[src/rtl/prio_arbiter_pkg.sv]
// Shared encodings and helpers for the registered priority / round-robin arbiter.
package msi_pkg;

  typedef enum logic {
    IDLE  = 1'b0,
    GRANT = 1'b1
  } state_e;

  typedef enum logic {
    MODE_FIXED = 1'b0,
    MODE_RR    = 1'b1
  } mode_e;

  // Ceiling log2 with a floor of 1 so a 2-channel arbiter still gets a 1-bit index.
  function automatic int clog2(input int n);
    int r;
    r = 1;
    for (int k = 1; k < 31; k++) begin
      if ((1 << r) < n) r = k + 1;
    end
    return r;
  endfunction

endpackage

[src/rtl/prio_arbiter_rr_pick.sv]
// Combinational winner picker: highest-index-wins in fixed mode, first set bit
// at or above start (wrapping mod N) in round-robin mode.
module rr_pick
  import msi_pkg::*;
#(
  parameter int N  = 8,
  parameter int IW = clog2(N)
) (
  input  logic [N-1:0]  req,
  input  logic [IW-1:0] start,
  input  logic          mode,
  output logic [IW-1:0] win,
  output logic          any
);

  logic [N-1:0]   low_mask;
  logic [2*N-1:0] masked;
  logic           found;

  // Lower copy is masked below start, upper copy is whole, so the lowest set bit
  // of the doubled vector is the wrapped round-robin winner.
  assign low_mask = (N'(1) << start) - N'(1);
  assign masked   = {req, req & ~low_mask};
  assign any      = |req;

  always_comb begin
    win   = '0;
    found = 1'b0;
    if (mode == MODE_RR) begin
      for (int i = 0; i < 2 * N; i++) begin
        if (!found && masked[i]) begin
          found = 1'b1;
          win   = (i >= N) ? IW'(i - N) : IW'(i);
        end
      end
    end else begin
      for (int i = 0; i < N; i++) begin
        if (req[i]) win = IW'(i);
      end
    end
  end

endmodule

[src/rtl/prio_arbiter.sv]
// Registered N-channel arbiter holding a one-hot grant until DONE or abandon.
// Optional forced release after TMO grant cycles when ARB_TIMEOUT_EN is defined.
module prio_arbiter
  import msi_pkg::*;
#(
  parameter int N   = 8,
  parameter int IW  = clog2(N),
  parameter int TMO = 16
) (
  input  logic          CLK,
  input  logic          RST,
  input  logic [N-1:0]  REQ,
  input  logic          DONE,
  input  logic          MODE,
  output logic [N-1:0]  GNT,
  output logic [IW-1:0] IDX,
  output logic          E,
  output logic          TMO_ERR
);

  if (N < 2 || N > 32) begin : g_bad_n
    $error("prio_arbiter: N must be within 2..32");
  end
  if (TMO < 1) begin : g_bad_tmo
    $error("prio_arbiter: TMO must be at least 1");
  end

  state_e        state;
  logic [IW-1:0] ptr;
  logic [IW-1:0] win;
  logic          any;
  logic          user_rel;
  logic          tmo_hit;
  logic [IW-1:0] ptr_next;

  rr_pick #(.N(N), .IW(IW)) u_pick (
    .req   (REQ),
    .start (ptr),
    .mode  (MODE),
    .win   (win),
    .any   (any)
  );

  // DONE wins over abandon; both are a single ordinary release.
  assign user_rel = DONE || !REQ[IDX];
  assign ptr_next = (IDX == IW'(N - 1)) ? '0 : IDX + 1'b1;

`ifdef ARB_TIMEOUT_EN
  localparam int CW = clog2(TMO + 1);
  logic [CW-1:0] cnt;

  // Counter is zero on the grant edge, so TMO-1 here means TMO grant cycles elapsed.
  assign tmo_hit = (cnt == CW'(TMO - 1));

  always_ff @(posedge CLK or posedge RST) begin
    if (RST) begin
      cnt     <= '0;
      TMO_ERR <= 1'b0;
    end else begin
      TMO_ERR <= 1'b0;
      if (state == IDLE) begin
        cnt <= '0;
      end else if (user_rel || tmo_hit) begin
        cnt     <= '0;
        TMO_ERR <= !user_rel && tmo_hit;
      end else begin
        cnt <= cnt + 1'b1;
      end
    end
  end
`else
  assign tmo_hit = 1'b0;
  assign TMO_ERR = 1'b0;
`endif

  always_ff @(posedge CLK or posedge RST) begin
    if (RST) begin
      state <= IDLE;
      ptr   <= '0;
      GNT   <= '0;
      IDX   <= '0;
      E     <= 1'b0;
    end else begin
      case (state)
        IDLE: begin
          if (any) begin
            GNT   <= N'(1) << win;
            IDX   <= win;
            E     <= 1'b1;
            state <= GRANT;
          end
        end
        GRANT: begin
          if (user_rel || tmo_hit) begin
            GNT   <= '0;
            E     <= 1'b0;
            ptr   <= ptr_next;
            state <= IDLE;
          end
        end
        default: state <= IDLE;
      endcase
    end
  end

endmodule
[config.mk]
export PLATFORM = sky130hd
export DESIGN_NAME = prio_arbiter
export DESIGN_NICKNAME = d
export VERILOG_FILES = /design/src/rtl/prio_arbiter_pkg.sv /design/src/rtl/prio_arbiter_rr_pick.sv /design/src/rtl/prio_arbiter.sv
export SDC_FILE = /design/constraint.sdc
export NUM_CORES = 1
export LEC_CHECK = 0
export CAP_MARGIN = 0
export CORE_UTILIZATION = 52
export CTS_CLUSTER_SIZE = 40
export DETAILED_ROUTE_END_ITERATION = 8
export PLACE_DENSITY = 0.79
export SETUP_SLACK_MARGIN = 0.2
export SKIP_LAST_GASP = 1
export SLEW_MARGIN = 20
export SYNTH_ARGS = -nofsm -noshare
export SYNTH_HDL_FRONTEND = slang
export SYNTH_SLANG_ARGS = --single-unit
[constraint.sdc]
create_clock -name CLK -period 3.03 [get_ports CLK]
set_clock_uncertainty 0.15 [all_clocks]
set_input_delay 0.909 -clock CLK [delete_from_list [all_inputs] [get_ports CLK]]
set_output_delay 0.909 -clock CLK [all_outputs]
set_load 0.02 [all_outputs]
Word-level counts from Yosys, hierarchy flattened
Cells that the tools add are included.

word-level totals
  flip-flop bits (word level) = 16
  bits in latches = 0
  RAM bits = 0
  bits in read-only memories = 0
  bits of input ports = 12
  output and inout port bits = 13
  word-level logic and storage cells = 117
  memories kept = 0

operators by class
  $add $sub $neg = 2
  multiply operators = 0
  div/mod/pow operators = 0
  $lt $le $gt $ge = 1
  equality and inequality tests = 3
  shift operators = 2
  mux-type cells = 65
  bitwise gates (word level) = 3
  reduce and logical (&&, ||, !) cells = 36

operator list
  kind                   count
  $mux W3                18
  $mux W1                37
  $logic_not A1 Y1       16
  $mux W8                2
  $pmux W8 S2            1
  $shl A1 B3 Y8 const A  2
  $logic_and A1 B1 Y1    15
  $and A8 B8 Y8          1
  $mux W2                4
  $not A8 Y8             1
  $reduce_or A8 Y1       1
  $sub A8 B2 Y8 const B  1
  $reduce_and A2 Y1      3
  $lt A3 B4 Y1 const B   1
  $pmux W1 S2            2
  $add A3 B1 Y3 const B  1
  $bmux W1 S3            1
  $eq A3 B3 Y1 const B   1
  $ne A2 B1 Y1 const B   1
  $ne A2 B2 Y1 const B   1
  $logic_or A1 B1 Y1     1
  $not A1 Y1             1

Depth between registers and ports, before layout
Gate-level depths: netlist of the first run.

  depth in word-level cells = 69
  mapped depth = 11
  gate-level depth less buffers = 9

By module
From an unflattened synthesis of the first run, not the netlist that was laid out.

unflattened totals
  cell total of the unflattened synthesis = 144
  area, all modules = 1,226.2 um2

by module, submodules not included
  module        times used  cells an instance  area each (um2)  seq. area each (um2)
  prio_arbiter  1           81                 848.3            400.4
  rr_pick       1           63                 377.9            0.0

Worst setup path after synthesis of the first run
Ideal clock, no wire load.

  path type = register to register
  start = reg ptr[1]
  end = reg IDX[0]
  setup time = 0.125 ns
  arrival = 2.471 ns
  data required time = 2.755 ns
  slack = 0.284 ns
  stages on the path, launching flop included = 11
  path buffers = 2
  clock period less this slack = 2.746 ns
  cell sequence = dfrtp_1 > buf_6 > or3_1 > ha_1 > buf_6 > or4b_1 > o2111ai_1 > or2_2 > a32oi_2 > a31oi_4 > mux2_4

on the way
  cells in the longest elaborated chain, start to end = 66
  elaborated cells between the ends (all ways) = 80
  classes of those cells = add/sub (1); shift (1); mux (46); bitwise (2); reduce/logical (30)

RTL lines
  element                 line                        RTL
  from (decl)             prio_arbiter.sv:29          logic [IW-1:0] ptr;
  from (signal assigned)  prio_arbiter.sv:97          ptr <= ptr_next;
  $shl A1 B3 Y8 *         prio_arbiter_rr_pick.sv:22  assign low_mask = (N'(1) << start) - N'(1);
  $sub A8 B2 Y8 *         prio_arbiter_rr_pick.sv:22
  $not A8 Y8 *            prio_arbiter_rr_pick.sv:23  assign masked = {req, req & ~low_mask};
  $and A8 B8 Y8 *         prio_arbiter_rr_pick.sv:23
  $mux W1                 prio_arbiter_rr_pick.sv:31  if (!found && masked[i]) begin
  $mux W1                 prio_arbiter_rr_pick.sv:29  if (mode == MODE_RR) begin
  $logic_not A1 Y1        prio_arbiter_rr_pick.sv:31
  $logic_and A1 B1 Y1     prio_arbiter_rr_pick.sv:31
  [... 50 more ...]       -
  $logic_not A1 Y1        prio_arbiter_rr_pick.sv:31
  $logic_and A1 B1 Y1     prio_arbiter_rr_pick.sv:31
  $mux W1                 prio_arbiter_rr_pick.sv:31
  $mux W1                 prio_arbiter_rr_pick.sv:29
  $logic_not A1 Y1        prio_arbiter_rr_pick.sv:31
  $logic_and A1 B1 Y1     prio_arbiter_rr_pick.sv:31
  $mux W3 *               prio_arbiter_rr_pick.sv:31
  $mux W3 *               prio_arbiter_rr_pick.sv:29
  to (signal assigned)    prio_arbiter.sv:88          IDX <= win;
  to (decl)               prio_arbiter.sv:16          output logic [IW-1:0] IDX,

Every way passes the cells marked *; elsewhere a longest branch is shown, timed or not. The select of a mux whose other input is x is not followed.
A chain may end at the register's enable or synchronous reset.

Worst setup path in the final report of the first run
  start = reg ptr[2]
  end = reg GNT[0]

on the way
  cells in the longest elaborated chain, start to end = 69
  elaborated cells between the ends (all ways) = 83
  classes of those cells = add/sub (1); shift (2); mux (48); bitwise (2); reduce/logical (30)

RTL lines
  element               line                        RTL
  $shl A1 B3 Y8 *       prio_arbiter_rr_pick.sv:22
  $sub A8 B2 Y8 *       prio_arbiter_rr_pick.sv:22
  $not A8 Y8 *          prio_arbiter_rr_pick.sv:23
  $and A8 B8 Y8 *       prio_arbiter_rr_pick.sv:23
  $mux W1               prio_arbiter_rr_pick.sv:31
  $mux W1               prio_arbiter_rr_pick.sv:29
  $logic_not A1 Y1      prio_arbiter_rr_pick.sv:31
  $logic_and A1 B1 Y1   prio_arbiter_rr_pick.sv:31
  [... 53 more ...]     -
  $mux W1               prio_arbiter_rr_pick.sv:29
  $logic_not A1 Y1      prio_arbiter_rr_pick.sv:31
  $logic_and A1 B1 Y1   prio_arbiter_rr_pick.sv:31
  $mux W3 *             prio_arbiter_rr_pick.sv:31
  $mux W3 *             prio_arbiter_rr_pick.sv:29
  $shl A1 B3 Y8 *       prio_arbiter.sv:87          GNT <= N'(1) << win;
  $mux W8 *             prio_arbiter.sv:86          if (any) begin
  $pmux W8 S2 *         prio_arbiter.sv:84          case (state)
  to (signal assigned)  prio_arbiter.sv:87
  to (decl)             prio_arbiter.sv:15          output logic [N-1:0] GNT,

Marks and branches as above.

==> results.toml, run 1 <==
[placement]
place_congestion = 0.888
dp_hpwl_um = 2650
postPlaceCellArea_mm2 = 0.00170
pre_cts_slack_ps = -155
port_buffers = 23
dp.cells = 203

[cells_and_area]
utilization = 0.747
nets = 194
n_fill_cell = 165
final_area_mm2 = 0.00187
drive_above_1_share = 0.339
final_cells = 207
area_growth_pct = 35.0
antenna_cells = 0

[sta]
maxSlewViolCount = 0
fin_crit_sh = 0.929
fmax_ghz = 0.355
period_minus_slack_ps = 2810
setup_slack_ps = 216
worst_pin_slew_ps = 609
tns_ps = 0
hold_viol = 0
setup-violations-final = 0
rsz0062_at_grt = "true"
fin_hold_ws_ps = 359
maxSlewHeadroom = 0.594

[synthesis]
synthAdderAreaFrac = 0.0271
synth.cell_area_mm2 = 0.00138
synth_top_area_share = 0.289
seq_area_frac_synth = 0.289
synth_edf_count = 0
avgSynthCellArea_um2 = 9.88
synthSimpleGateAreaFrac = 0.216
yosys.cell_types.count = 58
syn-num-nets = 155
async_flop_share = 1.00
synthMuxAreaShare = 0.0741
yosys_most_used_dff = "dfrtp_1"
yosys.area.top_type = "dfrtp_1"
synth_compound_area_frac = 0.297
synthXorXnorAreaFrac = 0.0127
synth_top_family_by_area = "compound AO/OA/AOI/OAI gates"
ys_ff_latch = 16
synthTopCellsByArea = "dfrtp_1, buf_6, a32o_1"
ys_warn_count = 0
synthCells = 140

[routing]
routedWlPerCell_um = 19.4
highest_layer = "met4"
wl_met2_um = 1990
wirelength_um = 4010
routed-wl-met3_um = 213
viasPerCell = 6.34
drc = 0
vias = 1312
drtAntennaViolNets = 0
drtPass1Iterations = 4
wl_met1_um = 1750
drt_iter0_drc = 45

[hold_path]
hp-class = "flip-flop to flip-flop"
hp-start = "E$_DFFE_PP0P_"
min_delay_worst_endpoint = "E$_DFFE_PP0P_"
holdPathStages = 1

[floorplan]
die_x_um = 53.6
rows = 18
io_pins = 25
initial_core_util = 0.554
core_area_mm2 = 0.00250
die_h_um = 53.6
die-area_mm2 = 0.00287

[power]
p_int_mw = 0.945
p_comb_frac = 0.726
power_mw = 1.80
switching_share = 0.473
seq_power_share = 0.212
ir_drop_uv = 738
p_sw_mw = 0.850
p_leak_nw = 0.780
power_density_mw_per_mm2 = 961
pwr-share-clk = 0.063

[cts]
clkTransAtPathRegs_ps = 90
hold_buffers = 0
htreeDepth = 1
cts_max_path_buffers = 2
root_buffer = "clkbuf_4"
clock_latency_ps = 290
cts.sinks = 16
cts_tree = "built"
cts_buffers = 3

[run]
maxCapViolCount = 0

[global_routing]
grtUsageTotal = 0.273
antenna_found_initial = 0
grt-ovfl-total = 0
grt_pass1_wl_um = 5580
grt_max_degree = 17
grt_pass1_vias = 1133

[setup_path]
critPathKind = "flip-flop to flip-flop"
reg2reg_depth = 8
rrSetupSlack_ps = 220
r2r_end = "GNT[0]$_DFFE_PP0P_"
slowest_stage = "or3_1"
start_kind = "flip-flop"
cp.arrival_ps = 2840
crit_path_end_kind = "flip-flop"
slowest_delay_ps = 460
r2r-start = "ptr[2]$_DFFE_PP0P_"
cp_max_fo = 10
crit_chain = "or3_1, ha_4, xor2_1, o221ai_1, a32o_2, a32oi_4, a31oi_4, o31ai_1"
cp_data_required_time_ps = 3060

[status]
status = "completed"
==> sequential cells by signal, indices dropped and copies added (netlist names) <==
signal  flops
E           1
GNT         8
IDX         3
state       1
ptr         3
==> synthesized netlist by cell type (2+ instances only) <==
cell type  instances
nand2_1           12
mux2_2             2
dfrtp_1           16
or4b_1             2
buf_6              5
mux2i_1            2
a32oi_2            2
buf_4              3
mux4_2             2
o31ai_1            5
or2_2              2
and2_1             3
o21ai_0            3
nor2_1            10
or3_1              3
nand2b_1           7
inv_1              4
o2111ai_1          2
a21o_1             2
a32o_1             5
nor2b_1            3
ha_1               3
nor4_1             2
a21oi_1            4
nor3_1             3
==> repair_timing <==
item                                    CTS  global route
hold endpoints to repair                  0             0
endpoints found under the setup margin    9            10
gates resized for setup                   3            27
cloned                                    0             1
pin swaps                                 0             7
setup buffers                             0             0
==> power by group through the flow <==
stage | clock (mW) | combinational, mW | sequential (mW)
6_report | 0.113 | 1.30 | 0.380
4_1_cts | 0.111 | 1.12 | 0.377
5_1_grt | 0.125 | 1.39 | 0.388
3_3_place_gp | 0 | 1.07 | 0.372
2_1_floorplan | 0 | 0.734 | 0.443
3_5_place_dp | 0 | 1.10 | 0.379
==> critical path: cells and delay by family (launching register included) <==
family	cells	cell delay [ps]
AO/OA/AOI/OAI	5	1310
AND/OR/NAND/NOR	1	460
flip-flops	1	390
adder cells (fa/ha/maj)	1	240
XOR/XNOR	1	140
==> placed cells by master, fill, tap and decap left out, types with 4 or more instances in the layout <==
cell,Yosys,final
buf_4,3,20
clkdlybuf4s50_1,0,17
dfrtp_1,16,16
nand2_1,12,12
nor2_1,10,10
nand2b_1,7,7
dlymetal6s2s_1,0,6
a32o_1,5,4
o31ai_1,5,4
==> metal layers <==
layer | up-vias | GRT usage
li1 | 611 | -
met1 | 638 | 0.379
met2 | 54 | 0.433
met3 | 9 | 0.0593
met4 | 0 | 0.0614
met5 | - | 0
==> how the worst max path moves through the flow <==
stage	startpoint	end	slack [ps]	depth (start not counted)
global placement	REQ[4]	GNT[4]$_DFFE_PP0P_	-80	8
finish	ptr[2]$_DFFE_PP0P_	GNT[0]$_DFFE_PP0P_	220	8
CTS	REQ[0]	IDX[0]$_DFFE_PP0P_	200	6
floorplan	ptr[1]$_DFFE_PP0P_	IDX[0]$_DFFE_PP0P_	280	10
detailed placement	REQ[4]	GNT[6]$_DFFE_PP0P_	-160	8
global route	ptr[2]$_DFFE_PP0P_	GNT[4]$_DFFE_PP0P_	170	8
==> layout make-up <==
class                      instances  area, µm²  area share
timing repair buffer              43        395       0.212
inverter                           4       15.0     0.00804
multi-input combinational        111        997       0.534
sequential                        16        400       0.214
tap                               30       37.5      0.0201
clock buffer                       3       22.5      0.0121
==> logic make-up (layout without fill, tap and decap cells) <==
kind of cell               Yosys count  count (layout)
and+or+nand+nor                     54              54
AOI/OAI and AO/OA                   43              44
DFF                                 16              16
buffers and inverters               14              50
muxes                                7               7
adders and majority gates            3               3
xor gates and xnor gates             2               2
other                                1               1
(Power assumes the default switching activity.)
==> inputs of run 2 (changes only) <==
Settings changed: CORE_ASPECT_RATIO set to 0.75.
==> run 2 against run 1 <==
  * Routed wire length up 1.1%
  * Non-clock buffer count up 3
  * Critical path depth down 1
  * Largest power group unchanged
  * Largest cell class unchanged
==> results.toml, run 2 (synthesis gave the netlist of run 1 again) <==
[status]
status = "completed"

[setup_path]
crit_path_end_kind = "flip-flop"
cp.arrival_ps = 2880
critPathKind = "primary input to flip-flop"
cp_data_required_time_ps = 3070
cp_max_fo = 9
start_kind = "primary input"
reg2reg_depth = 8

[global_routing]
grt_pass1_wl_um = 6120
grtUsageTotal = 0.301
antenna_found_initial = 0
grt_max_degree = 17
grt-ovfl-total = 0
grt_pass1_vias = 1277

[cells_and_area]
area_growth_pct = 38.2
final_cell_mix = "buf_4, clkdlybuf4s50_1, dfrtp_1"
drive_above_1_share = 0.354
nets = 197
layout_commonest_cell = "buf_4"
top_register = "GNT"
utilization = 0.796
final_area_mm2 = 0.00191
largest_reg_flops = 8
antenna_cells = 0
reg_top3 = "GNT (8), IDX (3), ptr (3)"

[power]
switching_share = 0.463
p_sw_mw = 0.845
p_int_mw = 0.981
p_comb_frac = 0.716
p_leak_nw = 0.807
seq_power_share = 0.203
pwr-share-clk = 0.081
power_density_mw_per_mm2 = 955
ir_drop_uv = 645

[cts]
cts_max_path_buffers = 2
htreeDepth = 1
cts_tree = "built"
hold_buffers = 0
root_buffer = "clkbuf_4"
cts.sinks = 16
clock_latency_ps = 300
cts_buffers = 3
clkTransAtPathRegs_ps = 90

[sta]
rsz0062_at_grt = "false"
fin_crit_sh = 0.938
hold_viol = 0
maxSlewHeadroom = 0.521
period_minus_slack_ps = 2840
worst_pin_slew_ps = 712
tns_ps = 0
maxSlewViolCount = 0
fmax_ghz = 0.352
setup-violations-final = 0

[floorplan]
die_x_um = 61.6
core_area_mm2 = 0.00240
initial_core_util = 0.576
io_pins = 25
die_h_um = 46.7
rows = 15
die-area_mm2 = 0.00287

[routing]
viasPerCell = 6.26
drc = 0
drtPass1Iterations = 4
drtAntennaViolNets = 0
drt_iter0_drc = 87
wirelength_um = 4060
routedWlPerCell_um = 18.9
vias = 1345

[run]
maxCapViolCount = 0

[placement]
dp_hpwl_um = 2700
postPlaceCellArea_mm2 = 0.00171
port_buffers = 23
place_congestion = 0.921

[hold_path]
holdPathStages = 1
hp-class = "flip-flop to flip-flop"
## run 2: repair_timing
action	CTS	global route
pin swaps	4	7
setup buffers	1	2
resized for setup	5	25
setup endpoints to repair	6	12
cloned	1	0
## run 2: routing by layer
metal / vias up / global-route usage / wire length (µm) / share of wire
met5: - / 0 / 0 / 0
met4: 0 / 0.0667 / 21 / 0.0052
met1: 642 / 0.419 / 1730 / 0.43
met3: 4 / 0.0562 / 405 / 0.10
met2: 81 / 0.486 / 1900 / 0.47
li1: 618 / - / - / -
## run 2: cell type report
class	count	area [µm²]
Multi-Input combinational cell	111	993
Fill cell	160	489
Clock buffer	4	36.3
Inverter	4	15.0
Sequential cell	16	400
Tap cell	34	42.5
Timing Repair Buffer	46	425
## run 2: final timing paths
kind | start | endpoint | slack, ps
max | REQ[4] | GNT[3]$_DFFE_PP0P_ | 190
min | E$_DFFE_PP0P_ | E$_DFFE_PP0P_ | 350
max reg2reg | ptr[2]$_DFFE_PP0P_ | GNT[2]$_DFFE_PP0P_ | 210
min reg2reg | E$_DFFE_PP0P_ | E$_DFFE_PP0P_ | 350
max in group asynchronous | RST | ptr[2]$_DFFE_PP0P_ | 1490
min in group asynchronous | RST | IDX[1]$_DFFE_PP0P_ | 830
## run 2: power groups by stage
stage               logic, mW  registers (mW)  clock network [mW]
global route             1.39           0.383               0.159
global placement         1.07           0.365                   0
detailed placement       1.11           0.371                   0
CTS                      1.16           0.366               0.147
finish                   1.31           0.370               0.148
floorplan               0.734           0.443                   0
## run 2: worst max-delay path, stage by stage
cell and delay, ps:
clkdlybuf4s50_1 500, buf_6 160, o2111ai_2 200, or2_4 290
a32oi_4 310, a31oi_4 180, a32o_2 320
## run 2: through the flow
stage / setup WS [ps] / total power [mW] / hold WS [ps] / cells
2_1_floorplan: 284 / 1.18 / 333 / 140
3_3_place_gp: -76.2 / 1.43 / 314 / 207
3_5_place_dp: -140 / 1.48 / 323 / 207
4_1_cts: 198 / 1.68 / 349 / 213
5_1_grt: 170 / 1.93 / 368 / 215
6_report: 189 / 1.83 / 348 / 215
